### config.mk
export PLATFORM = sky130hd
export DESIGN_NAME = iq_pu_arbiter_flat
export DESIGN_NICKNAME = d
export VERILOG_FILES = /design/src/rtl/iq_pu_arbiter_if.sv /design/src/rtl/iq_pu_arbiter.sv /design/src/flat_wrapper.sv
export SDC_FILE = /design/constraint.sdc
export NUM_CORES = 1
export LEC_CHECK = 0
export ABC_CLOCK_PERIOD_IN_PS = 6900
export BUFFER_PORTS_ARGS = -buffer_cell sky130_fd_sc_hd__buf_2
export CELL_PAD_IN_SITES_DETAIL_PLACEMENT = 1
export CELL_PAD_IN_SITES_GLOBAL_PLACEMENT = 2
export CORE_ASPECT_RATIO = 2
export CORE_UTILIZATION = 31
export DETAILED_ROUTE_END_ITERATION = 10
export HOLD_SLACK_MARGIN = 0.12
export PLACE_DENSITY_LB_ADDON = 0.08
export SLEW_MARGIN = 10
export SYNTH_ARGS = -nofsm -noshare
export SYNTH_HDL_FRONTEND = slang
export SYNTH_SLANG_ARGS = --single-unit
### constraint.sdc
create_clock -name clock -period 6.9 [get_ports clock]
set_input_delay 1.38 -clock clock [delete_from_list [all_inputs] [get_ports clock]]
set_output_delay 1.38 -clock clock [all_outputs]
set_load 0.03 [all_outputs]
### src/rtl/iq_pu_arbiter_if.sv
// Bundles the FIFO, processing-unit and status signals of the I/Q PU arbiter.
// Latency: none, wires only.
// Backpressure: carries the empty/full and ready signals that stall the arbiter.
interface iq_pu_arbiter_if #(
  parameter int DATA_WIDTH = 32,
  parameter int CNT_WIDTH  = 16
);
  // input FIFOs (first-word-fall-through)
  logic                  i_rd_en;
  logic                  i_empty;
  logic [DATA_WIDTH-1:0] i_dout;
  logic                  q_rd_en;
  logic                  q_empty;
  logic [DATA_WIDTH-1:0] q_dout;
  // processing unit
  logic                  pu_valid;
  logic                  pu_ready;
  logic [DATA_WIDTH-1:0] pu_din;
  logic                  pu_out_valid;
  logic [DATA_WIDTH-1:0] pu_out;
  // output FIFOs
  logic                  i_out_wr_en;
  logic                  i_out_full;
  logic [DATA_WIDTH-1:0] i_out_din;
  logic                  q_out_wr_en;
  logic                  q_out_full;
  logic [DATA_WIDTH-1:0] q_out_din;
  // status
  logic                  active_ch;
  logic                  err_timeout;
  logic                  err_spurious;
  logic [CNT_WIDTH-1:0]  i_count;
  logic [CNT_WIDTH-1:0]  q_count;

  // arbiter side
  modport master (
    output i_rd_en, q_rd_en, pu_valid, pu_din, i_out_wr_en, i_out_din,
           q_out_wr_en, q_out_din, active_ch, err_timeout, err_spurious,
           i_count, q_count,
    input  i_empty, i_dout, q_empty, q_dout, pu_ready, pu_out_valid, pu_out,
           i_out_full, q_out_full
  );

  // FIFO / PU side
  modport slave (
    input  i_rd_en, q_rd_en, pu_valid, pu_din, i_out_wr_en, i_out_din,
           q_out_wr_en, q_out_din, active_ch, err_timeout, err_spurious,
           i_count, q_count,
    output i_empty, i_dout, q_empty, q_dout, pu_ready, pu_out_valid, pu_out,
           i_out_full, q_out_full
  );
endinterface

### src/rtl/iq_pu_arbiter.sv
// Round-robin shares one single-transaction PU between the I and Q sample streams.
// Latency: 4 cycles per sample (select, issue, wait >=1, write) with a 1-cycle PU.
// Backpressure: a channel is only picked when its input has data and its output has room; a full output holds the result.
module iq_pu_arbiter #(
  parameter int DATA_WIDTH     = 32,
  parameter int TIMEOUT_CYCLES = 1024,
  parameter int CNT_WIDTH      = 16
) (
  input  logic            clock,
  input  logic            reset,
  iq_pu_arbiter_if.master bus
);

  localparam int WCW = $clog2(TIMEOUT_CYCLES);

  typedef enum logic [1:0] {IDLE, ISSUE, WAIT, WRITE} state_t;

  state_t                state, state_nxt;
  logic                  last_ch, last_ch_nxt;
  logic                  tag, tag_nxt;
  logic [DATA_WIDTH-1:0] sample, sample_nxt;
  logic [DATA_WIDTH-1:0] result, result_nxt;
  logic [WCW-1:0]        wait_cnt, wait_cnt_nxt;
  logic                  err_timeout, err_timeout_nxt;
  logic                  err_spurious, err_spurious_nxt;
  logic [CNT_WIDTH-1:0]  i_cnt, i_cnt_nxt;
  logic [CNT_WIDTH-1:0]  q_cnt, q_cnt_nxt;

  logic i_elig, q_elig, pick_q;

  // A channel can only be started if its result will have somewhere to go.
  assign i_elig = !bus.i_empty && !bus.i_out_full;
  assign q_elig = !bus.q_empty && !bus.q_out_full;
  // Ties go to the channel that was not served last; last_ch resets to Q so I wins first.
  assign pick_q = q_elig && (!i_elig || !last_ch);

  // State and datapath registers; reset drops any in-flight transaction.
  always_ff @(posedge clock or posedge reset) begin
    if (reset) begin
      state        <= IDLE;
      last_ch      <= 1'b1;
      tag          <= 1'b0;
      sample       <= '0;
      result       <= '0;
      wait_cnt     <= '0;
      err_timeout  <= 1'b0;
      err_spurious <= 1'b0;
      i_cnt        <= '0;
      q_cnt        <= '0;
    end else begin
      state        <= state_nxt;
      last_ch      <= last_ch_nxt;
      tag          <= tag_nxt;
      sample       <= sample_nxt;
      result       <= result_nxt;
      wait_cnt     <= wait_cnt_nxt;
      err_timeout  <= err_timeout_nxt;
      err_spurious <= err_spurious_nxt;
      i_cnt        <= i_cnt_nxt;
      q_cnt        <= q_cnt_nxt;
    end
  end

  // Next-state logic and handshake strobes for the arbitration FSM.
  always_comb begin
    state_nxt        = state;
    last_ch_nxt      = last_ch;
    tag_nxt          = tag;
    sample_nxt       = sample;
    result_nxt       = result;
    wait_cnt_nxt     = wait_cnt;
    err_timeout_nxt  = err_timeout;
    err_spurious_nxt = err_spurious;
    i_cnt_nxt        = i_cnt;
    q_cnt_nxt        = q_cnt;
    bus.i_rd_en      = 1'b0;
    bus.q_rd_en      = 1'b0;
    bus.pu_valid     = 1'b0;
    bus.pu_din       = '0;
    bus.i_out_wr_en  = 1'b0;
    bus.i_out_din    = '0;
    bus.q_out_wr_en  = 1'b0;
    bus.q_out_din    = '0;

    case (state)
      IDLE: begin
        // rd_en is combinational from the FIFO flags, so it must be gated while reset is held.
        if (!reset && (i_elig || q_elig)) begin
          tag_nxt   = pick_q;
          state_nxt = ISSUE;
          if (pick_q) begin
            bus.q_rd_en = 1'b1;
            sample_nxt  = bus.q_dout;
          end else begin
            bus.i_rd_en = 1'b1;
            sample_nxt  = bus.i_dout;
          end
        end
      end
      ISSUE: begin
        bus.pu_valid = 1'b1;
        bus.pu_din   = sample;
        if (bus.pu_ready) begin
          wait_cnt_nxt = '0;
          state_nxt    = WAIT;
        end
      end
      WAIT: begin
        wait_cnt_nxt = wait_cnt + WCW'(1);
        // A result in the last allowed cycle still wins over the timeout.
        if (bus.pu_out_valid) begin
          result_nxt = bus.pu_out;
          state_nxt  = WRITE;
        end else if (wait_cnt == WCW'(TIMEOUT_CYCLES - 1)) begin
          err_timeout_nxt = 1'b1;
          last_ch_nxt     = tag;
          state_nxt       = IDLE;
        end
      end
      WRITE: begin
        // Hold the result here until the tagged output has room; it is never dropped.
        if (!tag && !bus.i_out_full) begin
          bus.i_out_wr_en = 1'b1;
          bus.i_out_din   = result;
          i_cnt_nxt       = i_cnt + CNT_WIDTH'(1);
          last_ch_nxt     = tag;
          state_nxt       = IDLE;
        end else if (tag && !bus.q_out_full) begin
          bus.q_out_wr_en = 1'b1;
          bus.q_out_din   = result;
          q_cnt_nxt       = q_cnt + CNT_WIDTH'(1);
          last_ch_nxt     = tag;
          state_nxt       = IDLE;
        end
      end
      default: state_nxt = IDLE;
    endcase

    // A PU result with no transaction waiting for it is discarded and flagged.
    if (bus.pu_out_valid && state != WAIT)
      err_spurious_nxt = 1'b1;
  end

  assign bus.active_ch    = tag;
  assign bus.err_timeout  = err_timeout;
  assign bus.err_spurious = err_spurious;
  assign bus.i_count      = i_cnt;
  assign bus.q_count      = q_cnt;

endmodule
### src/flat_wrapper.sv
// flat-port wrapper written by rule: the top's interface ports become plain ports
module iq_pu_arbiter_flat 
#(
  parameter int DATA_WIDTH     = 32,
  parameter int TIMEOUT_CYCLES = 1024,
  parameter int CNT_WIDTH      = 16
)
  (clock, reset, bus_i_rd_en, bus_q_rd_en, bus_pu_valid, bus_pu_din, bus_i_out_wr_en, bus_i_out_din, bus_q_out_wr_en, bus_q_out_din, bus_active_ch, bus_err_timeout, bus_err_spurious, bus_i_count, bus_q_count, bus_i_empty, bus_i_dout, bus_q_empty, bus_q_dout, bus_pu_ready, bus_pu_out_valid, bus_pu_out, bus_i_out_full, bus_q_out_full);
  iq_pu_arbiter_if #(.DATA_WIDTH(DATA_WIDTH), .CNT_WIDTH(CNT_WIDTH)) bus_i ();
  input  logic clock;
  input  logic reset;
  output wire logic [$bits(bus_i.i_rd_en)-1:0] bus_i_rd_en;
  output wire logic [$bits(bus_i.q_rd_en)-1:0] bus_q_rd_en;
  output wire logic [$bits(bus_i.pu_valid)-1:0] bus_pu_valid;
  output wire logic [$bits(bus_i.pu_din)-1:0] bus_pu_din;
  output wire logic [$bits(bus_i.i_out_wr_en)-1:0] bus_i_out_wr_en;
  output wire logic [$bits(bus_i.i_out_din)-1:0] bus_i_out_din;
  output wire logic [$bits(bus_i.q_out_wr_en)-1:0] bus_q_out_wr_en;
  output wire logic [$bits(bus_i.q_out_din)-1:0] bus_q_out_din;
  output wire logic [$bits(bus_i.active_ch)-1:0] bus_active_ch;
  output wire logic [$bits(bus_i.err_timeout)-1:0] bus_err_timeout;
  output wire logic [$bits(bus_i.err_spurious)-1:0] bus_err_spurious;
  output wire logic [$bits(bus_i.i_count)-1:0] bus_i_count;
  output wire logic [$bits(bus_i.q_count)-1:0] bus_q_count;
  input wire logic [$bits(bus_i.i_empty)-1:0] bus_i_empty;
  input wire logic [$bits(bus_i.i_dout)-1:0] bus_i_dout;
  input wire logic [$bits(bus_i.q_empty)-1:0] bus_q_empty;
  input wire logic [$bits(bus_i.q_dout)-1:0] bus_q_dout;
  input wire logic [$bits(bus_i.pu_ready)-1:0] bus_pu_ready;
  input wire logic [$bits(bus_i.pu_out_valid)-1:0] bus_pu_out_valid;
  input wire logic [$bits(bus_i.pu_out)-1:0] bus_pu_out;
  input wire logic [$bits(bus_i.i_out_full)-1:0] bus_i_out_full;
  input wire logic [$bits(bus_i.q_out_full)-1:0] bus_q_out_full;
  assign bus_i_rd_en = bus_i.i_rd_en;
  assign bus_q_rd_en = bus_i.q_rd_en;
  assign bus_pu_valid = bus_i.pu_valid;
  assign bus_pu_din = bus_i.pu_din;
  assign bus_i_out_wr_en = bus_i.i_out_wr_en;
  assign bus_i_out_din = bus_i.i_out_din;
  assign bus_q_out_wr_en = bus_i.q_out_wr_en;
  assign bus_q_out_din = bus_i.q_out_din;
  assign bus_active_ch = bus_i.active_ch;
  assign bus_err_timeout = bus_i.err_timeout;
  assign bus_err_spurious = bus_i.err_spurious;
  assign bus_i_count = bus_i.i_count;
  assign bus_q_count = bus_i.q_count;
  assign bus_i.i_empty = bus_i_empty;
  assign bus_i.i_dout = bus_i_dout;
  assign bus_i.q_empty = bus_q_empty;
  assign bus_i.q_dout = bus_q_dout;
  assign bus_i.pu_ready = bus_pu_ready;
  assign bus_i.pu_out_valid = bus_pu_out_valid;
  assign bus_i.pu_out = bus_pu_out;
  assign bus_i.i_out_full = bus_i_out_full;
  assign bus_i.q_out_full = bus_q_out_full;
  iq_pu_arbiter #(.DATA_WIDTH(DATA_WIDTH), .TIMEOUT_CYCLES(TIMEOUT_CYCLES), .CNT_WIDTH(CNT_WIDTH)) u_core (.clock(clock), .reset(reset), .bus(bus_i));
endmodule
# After elaboration in Yosys (flattened, before gate mapping)
# Cells that the tools add are included.
# word_totals
regBits	112
in_bits	104
wordCells	87
# classes
addsub	3
eq_ne	11
n_mux	33
bitwise	2
n_reduce_logical	28
# ops
operator	n
2-to-1 mux 32 bit	7
adder 16 x 1 -> 16 bit (second input constant)	2
case mux 10 bit (2 select lines)	1
2-to-1 mux 1 bit	16
2-to-1 mux 2 bit	6
adder 10 x 1 -> 10 bit (second input constant)	1
equality test 10 bit (second input constant)	1
2-to-1 mux 10 bit	1
zero test 1 bit	8
case mux 2 bit (4 select lines)	1
AND reduction 2 bit	4
AND reduction 4 bit	2
logical AND 1 bit	7
!= test 2 bit (second input constant)	3
AND reduction 3 bit	2
equality test 2 bit (second input constant)	2
!= test 2 x 1 -> 1 bit (second input constant)	2
nonzero test 2 bit	2
!= test 3 x 1 -> 1 bit (second input constant)	1
!= test 3 x 2 -> 1 bit (second input constant)	1
equality test 2 x 1 -> 1 bit (second input constant)	1
zero test 2 bit	1
logical OR 1 bit	2
NOT 1 bit	2
case mux 1 bit (2 select lines)	1

# Depth between registers and ports, before layout
# Gate-level depths: netlist of run 1.
# depth
ltp_word	8
mapped_depth	6

# Worst setup path before layout of run 1
# Ideal clock, no wire load.
# synth_timing
path_kind	input-to-output
from	in bus_q_out_full
to	out bus_i_rd_en
arrival_ns	2.613
required_ns	5.520
path_slack_ns	2.907
stages	4
path_cell_list	o22a_1 > or4_4 > buf_6 > nor2b_1
# synth_via
elab_chain_cells	6
# synth_rtl
item	line	rtl
from (decl)	flat_wrapper.sv:33	input wire logic [$bits(bus_i.q_out_full)-1:0] bus_q_out_full;
zero test 1 bit (*)	iq_pu_arbiter.sv:33	assign q_elig = !bus.q_empty && !bus.q_out_full;
logical AND 1 bit (*)	iq_pu_arbiter.sv:33	
logical AND 1 bit / logical OR 1 bit (equally long branches)	iq_pu_arbiter.sv:35, iq_pu_arbiter.sv:88	
2-to-1 mux 1 bit / logical AND 1 bit (equally long branches)	iq_pu_arbiter.sv:91, iq_pu_arbiter.sv:88	
2-to-1 mux 1 bit (*)	iq_pu_arbiter.sv:88	if (!reset && (i_elig || q_elig)) begin
2-to-1 mux 1 bit (*)	iq_pu_arbiter.sv:85	case (state)
to (decl)	flat_wrapper.sv:12	output wire logic [$bits(bus_i.i_rd_en)-1:0] bus_i_rd_en;
# Every way passes the cells marked *; elsewhere a longest branch is shown, timed or not.

# Worst setup path after layout of run 1
# layout_timing
from	in bus_q_out_full
to	out bus_q_out_din[22]
# layout_via
elab_chain_cells	5
# layout_rtl
item	line	rtl
zero test 1 bit	iq_pu_arbiter.sv:128	end else if (tag && !bus.q_out_full) begin
logical AND 1 bit	iq_pu_arbiter.sv:128	
2-to-1 mux 32 bit	iq_pu_arbiter.sv:128	
2-to-1 mux 32 bit	iq_pu_arbiter.sv:122	if (!tag && !bus.i_out_full) begin
2-to-1 mux 32 bit	iq_pu_arbiter.sv:85	
to (decl)	flat_wrapper.sv:19	output wire logic [$bits(bus_i.q_out_din)-1:0] bus_q_out_din;
# No other way between the ends.

==> run metrics, run 1 <==
outcome completed; Die Height 191.6 um; Crit Path Max Fanout 37; area post-placement 6893 um2; Seq/Total Area, Yosys 0.5031; biggest cell delay along the critical path 0.68 ns; Post-CTS Hold Fix Bufs 0; Syn. warnings 0; pin count of the biggest net entering global routing 74; vias per inst 4.765; total global routing track utilization 0.1715; Worst IR Drop VDD 0.1615 mV; mux cell area share after synthesis 0.1260; starting utilization of the core area 0.3149; number of clock sinks approximately 110; number of max-slew violations in the final report 0; initial antenna violation count 0; total buffers and inverters traversed by the critical path 3; sum of routed wire length over all layers 15400 um; Die ar. 18550 um2; final worst path period need 4.412 ns; total number of vias 4570; worst min path class register to register; fraction of registers with async set or reset after synthesis 1.000; setup repair after global routing missed its margin no; maximum clock path buffer count 2; synthesized-area fraction occupied by xor and xnor cells 0.05501; relative max-transition margin 0.2295; post-synthesis instance total between 500 and 600; Tcrit/Tclk final 0.6394; final count of negative-setup-slack endpoints 0; Routed Antenna Nets 0; count of TritonRoute iterations in the first routing pass 4; highest-delay cell along the critical path clkinv_1; fraction of final layout cells sized beyond drive strength 1 0.4067; clock tree root driver cell clkbuf_16; number of violations of the max-capacitance limit 0; number of port buffers roughly 240; final-layout worst hold slack 0.4552 ns; Clock Latency Late Sink 0.35 ns; Worst Setup End Kind primary output; area growth from synthesis to layout 29.23%; post-placement cell count roughly 940; Synth area leader dfrtp_1; DRC Markers 0; count of H-tree levels built during CTS 3; wire length of the first global-routing pass around 25000 um; critical path startpoint category primary input; share of the synthesized area in compound gates (AO/OA/AOI/OAI) 0.05748; accumulated negative setup slack 0 ns; CP Data Required Time 5.52 ns; area share of the largest cell type after synthesis 0.4984; total grt overflow 0; cell area power density between 300 and 400 nW/um2; total half-perimeter wirelength after legalization and detailed placement 11830 um; detail-routed net length per standard cell 16.06 um; synthesized area 5573 um2; number of distinct library cell variants in the gate-level netlist after synthesis 44; vias in the first global route around 4900; final layout net count 847; launching element of the worst setup path bus_q_out_full; total leakage power about 4 nW; die extent in x roughly 97 um; launching point of the worst reg2reg path u_core.state[1]; CTS tree done; CP cell instances buf_2, nand4b_4, clkinv_1, and2_1, buf_2; post-cts repair resize count 0; CP delay by family, top buffers and inverters; total count of hold-check failures in the final report 0; CTS clk-pin slew, worst paths ~0.07 ns; actual slew at the worst max-slew pin ~1.2 ns; arrival time at the worst endpoint 3.03 ns; Overall Power 2.515 mW; worst setup path class primary input to primary output; syn avg cell area 10.80 um2; maximum clock frequency 0.2266 GHz; number of cells in the finished layout apart from fillers roughly 960; initial DRC count slightly above 60; Site Rows just under 70; Main synth FF type dfrtp_1; leading cell types by total area after synthesis dfrtp_1 (50%), and2_1 (11%), mux2_2 (6.7%), mux2i_1 (5.9%), xnor2_1 (3.9%); net count of the mapped netlist 623; routability-driven placement congestion ratio 0.7044; Synth Area in Simple Gates 0.2196; fin area around 7200 um2; final worst-path setup slack 2.488 ns; arithmetic-cell share of the synthesized area counting full adders, half adders and majority gates 0.006736; Worst Setup Slack post-DPL 2.464 ns; largest family of logic cells by synthesized area simple AND/OR/NAND/NOR gates; most frequent cell on the critical path buf_2; Final Util 0.4069; CTS buffer count 9; number of enable-type register cells in the synthesized netlist 0; Top-Level Pins 240; number of synthesized register bits 112; worst hold start u_core.bus.err_spurious; post-CTS setup buffers 0; clk_skew 0.008818 ns; floorplan core area 17700 um2
cell usage in the layout, fill, tap and decap left out, types with 2 or more instances in the layout:
| cell | synthesis | final |
|---|---|---|
| buf_2 | 11 | 239 |
| dfrtp_1 | 111 | 111 |
| and2_1 | 98 | 98 |
| nand2_1 | 54 | 54 |
| mux2i_1 | 33 | 33 |
| mux2_2 | 33 | 33 |
| o21ai_1 | 30 | 30 |
| xnor2_1 | 25 | 25 |
| nand3_1 | 14 | 14 |
| o21ai_0 | 12 | 12 |
| xor2_1 | 10 | 10 |
| nand4_1 | 10 | 10 |
| clkbuf_16 | 0 | 9 |
| nor2_1 | 7 | 7 |
| a21oi_1 | 5 | 5 |
| nor3_1 | 5 | 5 |
| and4_1 | 5 | 5 |
| nor4_1 | 4 | 4 |
| ha_1 | 3 | 3 |
| buf_4 | 3 | 3 |
| nor2b_2 | 1 | 2 |
| a22o_1 | 2 | 2 |
| and3_1 | 2 | 2 |
| nor2b_1 | 3 | 2 |
| a21o_1 | 2 | 2 |
| clkinv_2 | 0 | 2 |
logic make-up (layout without fill, tap and decap cells):
kind of cell | after synthesis | after routing
AO/OA/AOI/OAI | 57 | 57
buffers and inverters | 31 | 260
adder cells (fa/ha/maj) | 3 | 3
flip-flops | 112 | 112
AND/OR/NAND/NOR | 212 | 212
other | 0 | 1
multiplexers | 66 | 66
XOR/XNOR | 35 | 35
layout make-up:
type,count,area [um2]
inverters,2,10.01
diodes,1,2.502
fillers,2064,10500
repair buffers,242,1219
clock buffers,10,239.0
clock inverters,6,67.56
flip-flops and latches,112,2804
multi-input cells,373,2594
well taps,213,266.5
cells in the mapped netlist, drive strengths merged (10+ instances only):
master / n
xor2: 10
mux2: 33
mux2i: 33
and2: 98
o21ai: 42
nand3: 14
buf: 19
clkbuf: 10
nand4: 10
dfrtp: 111
nand2: 54
xnor2: 25
metal layers:
layer,GRT usage,routed length [um],share of wire
met2,0.3321,8872,0.58
met4,0.07463,346,0.022
met3,0.03311,694,0.045
met5,0,0,0
met1,0.1757,5485,0.36
state kept, by name (all words and copies together), names as in the netlist:
signal and count:
u_core.bus.i_count 16, u_core.last_ch 1, u_core.sample 32, u_core.bus.err_timeout 1, u_core.bus.q_count 16, u_core.bus.active_ch 1, u_core.bus.err_spurious 1, u_core.result 32
u_core.wait_cnt 10, u_core.state 2
final timing paths:
path | end | slack, ns | cells after the start
max | bus_q_out_din[22] | 2.49 | 5
min | u_core.bus.err_spurious | 0.46 | 1
max reg2reg | u_core.bus.i_count[15] | 4.31 | 4
min reg2reg | u_core.bus.err_spurious | 0.46 | 1
max in group asynchronous | u_core.bus.q_count[5] | 4.44 | 3
min in group asynchronous | u_core.sample[22] | 1.08 | 2
where the power goes:
| group | internal, mW | switching (mW) | leakage [nW] |
|---|---|---|---|
| Clock | 0.294 | 0.247 | 0.150 |
| Combinational | 0.356 | 0.563 | 2.33 |
| Sequential | 0.880 | 0.175 | 1.42 |
Note: power is estimated with default switching activity, not from simulation.
==> run 2, diff against run 1 <==
--- a/config.mk
+++ b/config.mk
@@ -5,12 +5,12 @@
 export SDC_FILE = /design/constraint.sdc
 export NUM_CORES = 1
 export LEC_CHECK = 0
-export ABC_CLOCK_PERIOD_IN_PS = 6900
+export ABC_CLOCK_PERIOD_IN_PS = 4500
 export BUFFER_PORTS_ARGS = -buffer_cell sky130_fd_sc_hd__buf_2
 export CELL_PAD_IN_SITES_DETAIL_PLACEMENT = 1
 export CELL_PAD_IN_SITES_GLOBAL_PLACEMENT = 2
 export CORE_ASPECT_RATIO = 2
-export CORE_UTILIZATION = 31
+export CORE_UTILIZATION = 28
 export DETAILED_ROUTE_END_ITERATION = 10
 export HOLD_SLACK_MARGIN = 0.12
 export PLACE_DENSITY_LB_ADDON = 0.08
==> constraint.sdc (replaced) <==
create_clock -name clock -period 4.5 [get_ports clock]
set_input_delay 0.9 -clock clock [delete_from_list [all_inputs] [get_ports clock]]
set_output_delay 0.9 -clock clock [all_outputs]
set_load 0.03 [all_outputs]
==> run metrics, run 2 (synthesis gave the netlist of run 1 again) <==
fraction of final layout cells sized beyond drive strength 1 0.4083; ant diodes 0; most common cell after layout, fill and taps aside buf_2; vias in the first global route 4937; Switching Share 0.3920; most used cells in the layout excluding fill and tap cells buf_2 (239), dfrtp_1 (111), and2_1 (98), nand2_1 (54); worst min path class register to register; pin count of the biggest net entering global routing 68; final worst-path setup slack 1.095 ns; number of violations of the max-capacitance limit 0; count of TritonRoute iterations in the first routing pass 4; CP cell instances buf_2, nand4b_4, clkinv_1, and2_1, buf_2; Site Rows 72; final count of negative-setup-slack endpoints 0; CTS clk-pin slew, worst paths 0.07 ns; detail-routed net length per standard cell about 16 um; arrival time at the worst endpoint 2.51 ns; internal power consumption 2.347 mW; biggest cell delay along the critical path 0.65 ns; area growth from synthesis to layout 30.47%; outcome completed; Die Height 201.5 um; wire length of the first global-routing pass 25700 um; final worst path period need 3.405 ns; Post-CTS Hold Fix Bufs 0; Die ar. between 20000 and 25000 um2; Worst Setup Slack post-DPL 1.072 ns; Tcrit/Tclk final 0.7567; routability-driven placement congestion ratio between 0.7 and 0.8; sequential fraction of design power 0.419; Crit Path Max Fanout 37; count of H-tree levels built during CTS 3; number of max-slew violations in the final report 0; post-CTS setup buffers 0; worst setup path class primary input to primary output; CTS buffer count 9; DRC Markers 0; largest registers u_core.result (32), u_core.sample (32); power share of the clock group 0.214; total global routing track utilization 0.1622; vias per inst ~4.6; CP Data Required Time 3.60 ns; number of port buffers 239; total count of hold-check failures in the final report 0; total number of vias ~4600; total leakage power 3.918 nW; total half-perimeter wirelength after legalization and detailed placement ~12000 um; relative max-transition margin 0.3576; highest-delay cell along the critical path clkinv_1; clk_skew 0.005398 ns; cell area power density 530.9 nW/um2; setup repair after global routing missed its margin no; maximum clock frequency just under 0.3 GHz; number of clock sinks 112; die extent in x 101.8 um; fill count 2292; Top-Level Pins 240; Worst Setup End Kind primary output; combinational group share of total power 0.367; total buffers and inverters traversed by the critical path 3; fin area 7271 um2; accumulated negative setup slack 0 ns; net load switching power 1.513 mW; post-cts repair resize count 0; floorplan core area around 19000 um2; clock tree root driver cell clkbuf_16; initial DRC count 64; most frequent cell on the critical path buf_2; actual slew at the worst max-slew pin 0.9637 ns; Clock Latency Late Sink 0.35 ns; starting utilization of the core area 0.2864; final layout net count 849; maximum clock path buffer count 2; total grt overflow 0; Routed Antenna Nets 0; Final Util 0.3737; sum of routed wire length over all layers 15650 um; critical path startpoint category primary input; area post-placement 6965 um2; CP delay by family, top buffers and inverters; CTS tree done; Worst IR Drop VDD roughly 0.19 mV; initial antenna violation count 0
run 2: cell count changes in the layout (fill, tap and decap cells not counted), sizes merged:
cell / delta
clkinv: +1
clkinvlp: -1
diode: -1
buf: +2
run 2: area by class of cell:
type	instances	area, um2	area share
Clock buffer	10	239.0	0.03287
Clock inverter	6	66.31	0.009121
Tap cell	259	324.1	0.04457
Multi-Input combinational cell	373	2594	0.3567
Timing Repair Buffer	244	1234	0.1697
Inverter	2	10.01	0.001377
Sequential cell	112	2804	0.3856
run 2: stage by stage:
step	hold slack (ns)	instances	power, mW
after floorplan	0.4418	516	2.634
after global placement	0.4469	990	3.049
after detailed placement	0.4583	990	3.093
after CTS	0.4752	1006	3.946
after global routing	0.4888	1006	4.148
final	0.4652	1006	3.860
run 2: worst reg2reg max path: stages (launching register included):
cell      delay (ns)
dfrtp_1         0.59
and4bb_1        0.90
buf_4           0.29
and4_1          0.38
nand4_1         0.16
xnor2_1         0.16
run 2: power by group through the flow:
| stage | Combinational (mW) | Sequential [mW] | Clock (mW) |
|---|---|---|---|
| after global placement | 1.42 | 1.63 | 0 |
| after global routing | 1.56 | 1.68 | 0.908 |
| after detailed placement | 1.45 | 1.65 | 0 |
| after CTS | 1.45 | 1.63 | 0.870 |
| after floorplan | 1.05 | 1.58 | 0 |
| final | 1.42 | 1.62 | 0.827 |
run 2: final timing paths:
| kind | endpoint | slack, ns | depth (start not counted) | startpoint |
|---|---|---|---|---|
| min in group asynchronous | u_core.sample[24] | 0.68 | 2 | reset |
| min | u_core.bus.err_spurious | 0.47 | 1 | u_core.bus.err_spurious |
| min reg2reg | u_core.bus.err_spurious | 0.47 | 1 | u_core.bus.err_spurious |
| max reg2reg | u_core.bus.i_count[9] | 1.91 | 5 | u_core.state[1] |
| max in group asynchronous | u_core.last_ch | 2.92 | 3 | reset |
| max | bus_q_out_din[21] | 1.09 | 5 | bus_q_out_full |
run 2: per-layer routing:
metal / up-vias / GRT usage / share of wire
li1: 2199 / - / -
met1: 2219 / 0.1670 / 0.36
met2: 161 / 0.3098 / 0.57
met3: 15 / 0.03404 / 0.059
met4: 0 / 0.05797 / 0.019
met5: - / 0 / 0
==> run 3, diff against run 2 <==
--- a/config.mk
+++ b/config.mk
@@ -5,7 +5,7 @@
 export SDC_FILE = /design/constraint.sdc
 export NUM_CORES = 1
 export LEC_CHECK = 0
-export ABC_CLOCK_PERIOD_IN_PS = 4500
+export ABC_CLOCK_PERIOD_IN_PS = 3400
 export BUFFER_PORTS_ARGS = -buffer_cell sky130_fd_sc_hd__buf_2
 export CELL_PAD_IN_SITES_DETAIL_PLACEMENT = 1
 export CELL_PAD_IN_SITES_GLOBAL_PLACEMENT = 2
==> constraint.sdc (replaced) <==
create_clock -name clock -period 3.4 [get_ports clock]
set_input_delay 0.68 -clock clock [delete_from_list [all_inputs] [get_ports clock]]
set_output_delay 0.68 -clock clock [all_outputs]
set_load 0.03 [all_outputs]
==> run metrics, run 3 (synthesis gave the netlist of run 1 again) <==
Die ar. 20510 um2; final worst-path setup slack 0.7120 ns; total global routing track utilization 0.1624; number of clock sinks about 110; worst hold start u_core.bus.err_spurious; Site Rows between 70 and 80; clock tree root driver cell clkbuf_16; actual slew at the worst max-slew pin 0.7663 ns; Clock Latency Late Sink 0.36 ns; reg2reg path depth 5; post-cts repair resize count 0; setup repair after global routing missed its margin no; Routed Antenna Nets 0; number of port buffers around 240; CTS buffer count 9; final count of negative-setup-slack endpoints 0; Worst Setup Slack post-DPL ~0.85 ns; routability-driven placement congestion ratio slightly above 0.7; total grt overflow 0; maximum clock path buffer count 2; accumulated negative setup slack 0 ns; CP cell instances nand4b_4, clkinv_1, buf_4, and2_1, buf_2; count of H-tree levels built during CTS 3; biggest cell delay along the critical path 0.60 ns; area post-placement 7002 um2; critical register-to-register path endpoint u_core.bus.i_count[15]; Tcrit/Tclk final 0.7906; highest-delay cell along the critical path dfrtp_1; sum of routed wire length over all layers 15660 um; final layout net count between 800 and 900; die extent in x between 100 and 150 um; worst setup path class register to primary output; fin area 7320 um2; Top-Level Pins 240; number of violations of the max-capacitance limit 0; Crit Path Max Fanout 36; Die Height about 200 um; post-CTS setup buffers 0; CP Data Required Time 2.72 ns; Post-CTS Hold Fix Bufs 0; count of TritonRoute iterations in the first routing pass 4; pin count of the biggest net entering global routing 66; total number of vias 4591; CTS tree done; launching element of the worst setup path u_core.state[1]; vias per inst 4.550; final worst path period need 2.688 ns; Worst Setup End Kind primary output; largest registers u_core.result (32), u_core.sample (32); initial DRC count slightly below 90; outcome completed; Overall Power about 5.2 mW; initial antenna violation count 0; area growth from synthesis to layout 31.34%; most common cell after layout, fill and taps aside buf_2; total half-perimeter wirelength after legalization and detailed placement 12100 um; total buffers and inverters traversed by the critical path 3; number of max-slew violations in the final report 0; Worst setup endpoint bus_q_out_din[16]; flop2flop setup slack between 1 and 1.5 ns; launching point of the worst reg2reg path u_core.state[1]; fraction of final layout cells sized beyond drive strength 1 0.4107; clk_skew 0.008556 ns; ant diodes 0; most used cells in the layout excluding fill and tap cells buf_2 (239), dfrtp_1 (111), and2_1 (98), nand2_1 (54); Stages on worst setup path 5; total count of hold-check failures in the final report 0; detail-routed net length per standard cell 15.52 um; relative max-transition margin 0.4881; arrival time at the worst endpoint approximately 2.0 ns; vias in the first global route 5038; final-layout worst hold slack between 0.4 and 0.5 ns; worst min path class register to register; maximum clock frequency 0.3720 GHz; starting utilization of the core area 0.2864; total leakage power 3.934 nW; CTS clk-pin slew, worst paths about 0.070 ns; DRC Markers 0; cell area power density 704.5 nW/um2; critical path startpoint category register; floorplan core area 19460 um2; wire length of the first global-routing pass 25530 um; Worst IR Drop VDD 0.2335 mV; CP delay by family, top flip-flops
run 3: layer usage:
layer	vias to the layer above	share of wire	GRT usage
li1	2206	-	-
met5	-	0	0
met3	26	0.066	0.03890
met4	0	0.028	0.07298
met2	178	0.55	0.3077
met1	2181	0.36	0.1601
run 3: final cells by class:
class	count	area [um2]
Fill cell	2309	12140
Sequential cell	112	2804
Multi-Input combinational cell	373	2594
Timing Repair Buffer	247	1269
Tap cell	259	324.1
Clock buffer	12	266.5
Clock inverter	4	51.30
Inverter	2	11.26
run 3: metrics by stage:
step | instances | util
floorplan | 516 | -
global placement | 993 | 0.3598
detailed placement | 993 | 0.3598
CTS | 1009 | 0.3762
global route | 1009 | 0.3762
finish | 1009 | 0.3762
run 3: how the worst min path moves through the flow:
stage | cells after the start | end
2_1_floorplan | 2 | u_core.sample[4]
3_3_place_gp | 1 | u_core.bus.err_spurious
3_5_place_dp | 1 | u_core.bus.err_timeout
4_1_cts | 1 | u_core.bus.err_timeout
5_1_grt | 2 | u_core.sample[5]
6_report | 1 | u_core.bus.err_spurious
run 3: report_power, final:
part / switching [mW] / leakage, nW / internal (mW)
registers: 0.357 / 1.42 / 1.79
clock network: 0.503 / 0.155 / 0.633
logic: 1.15 / 2.35 / 0.730
total: 2.01 / 3.93 / 3.15
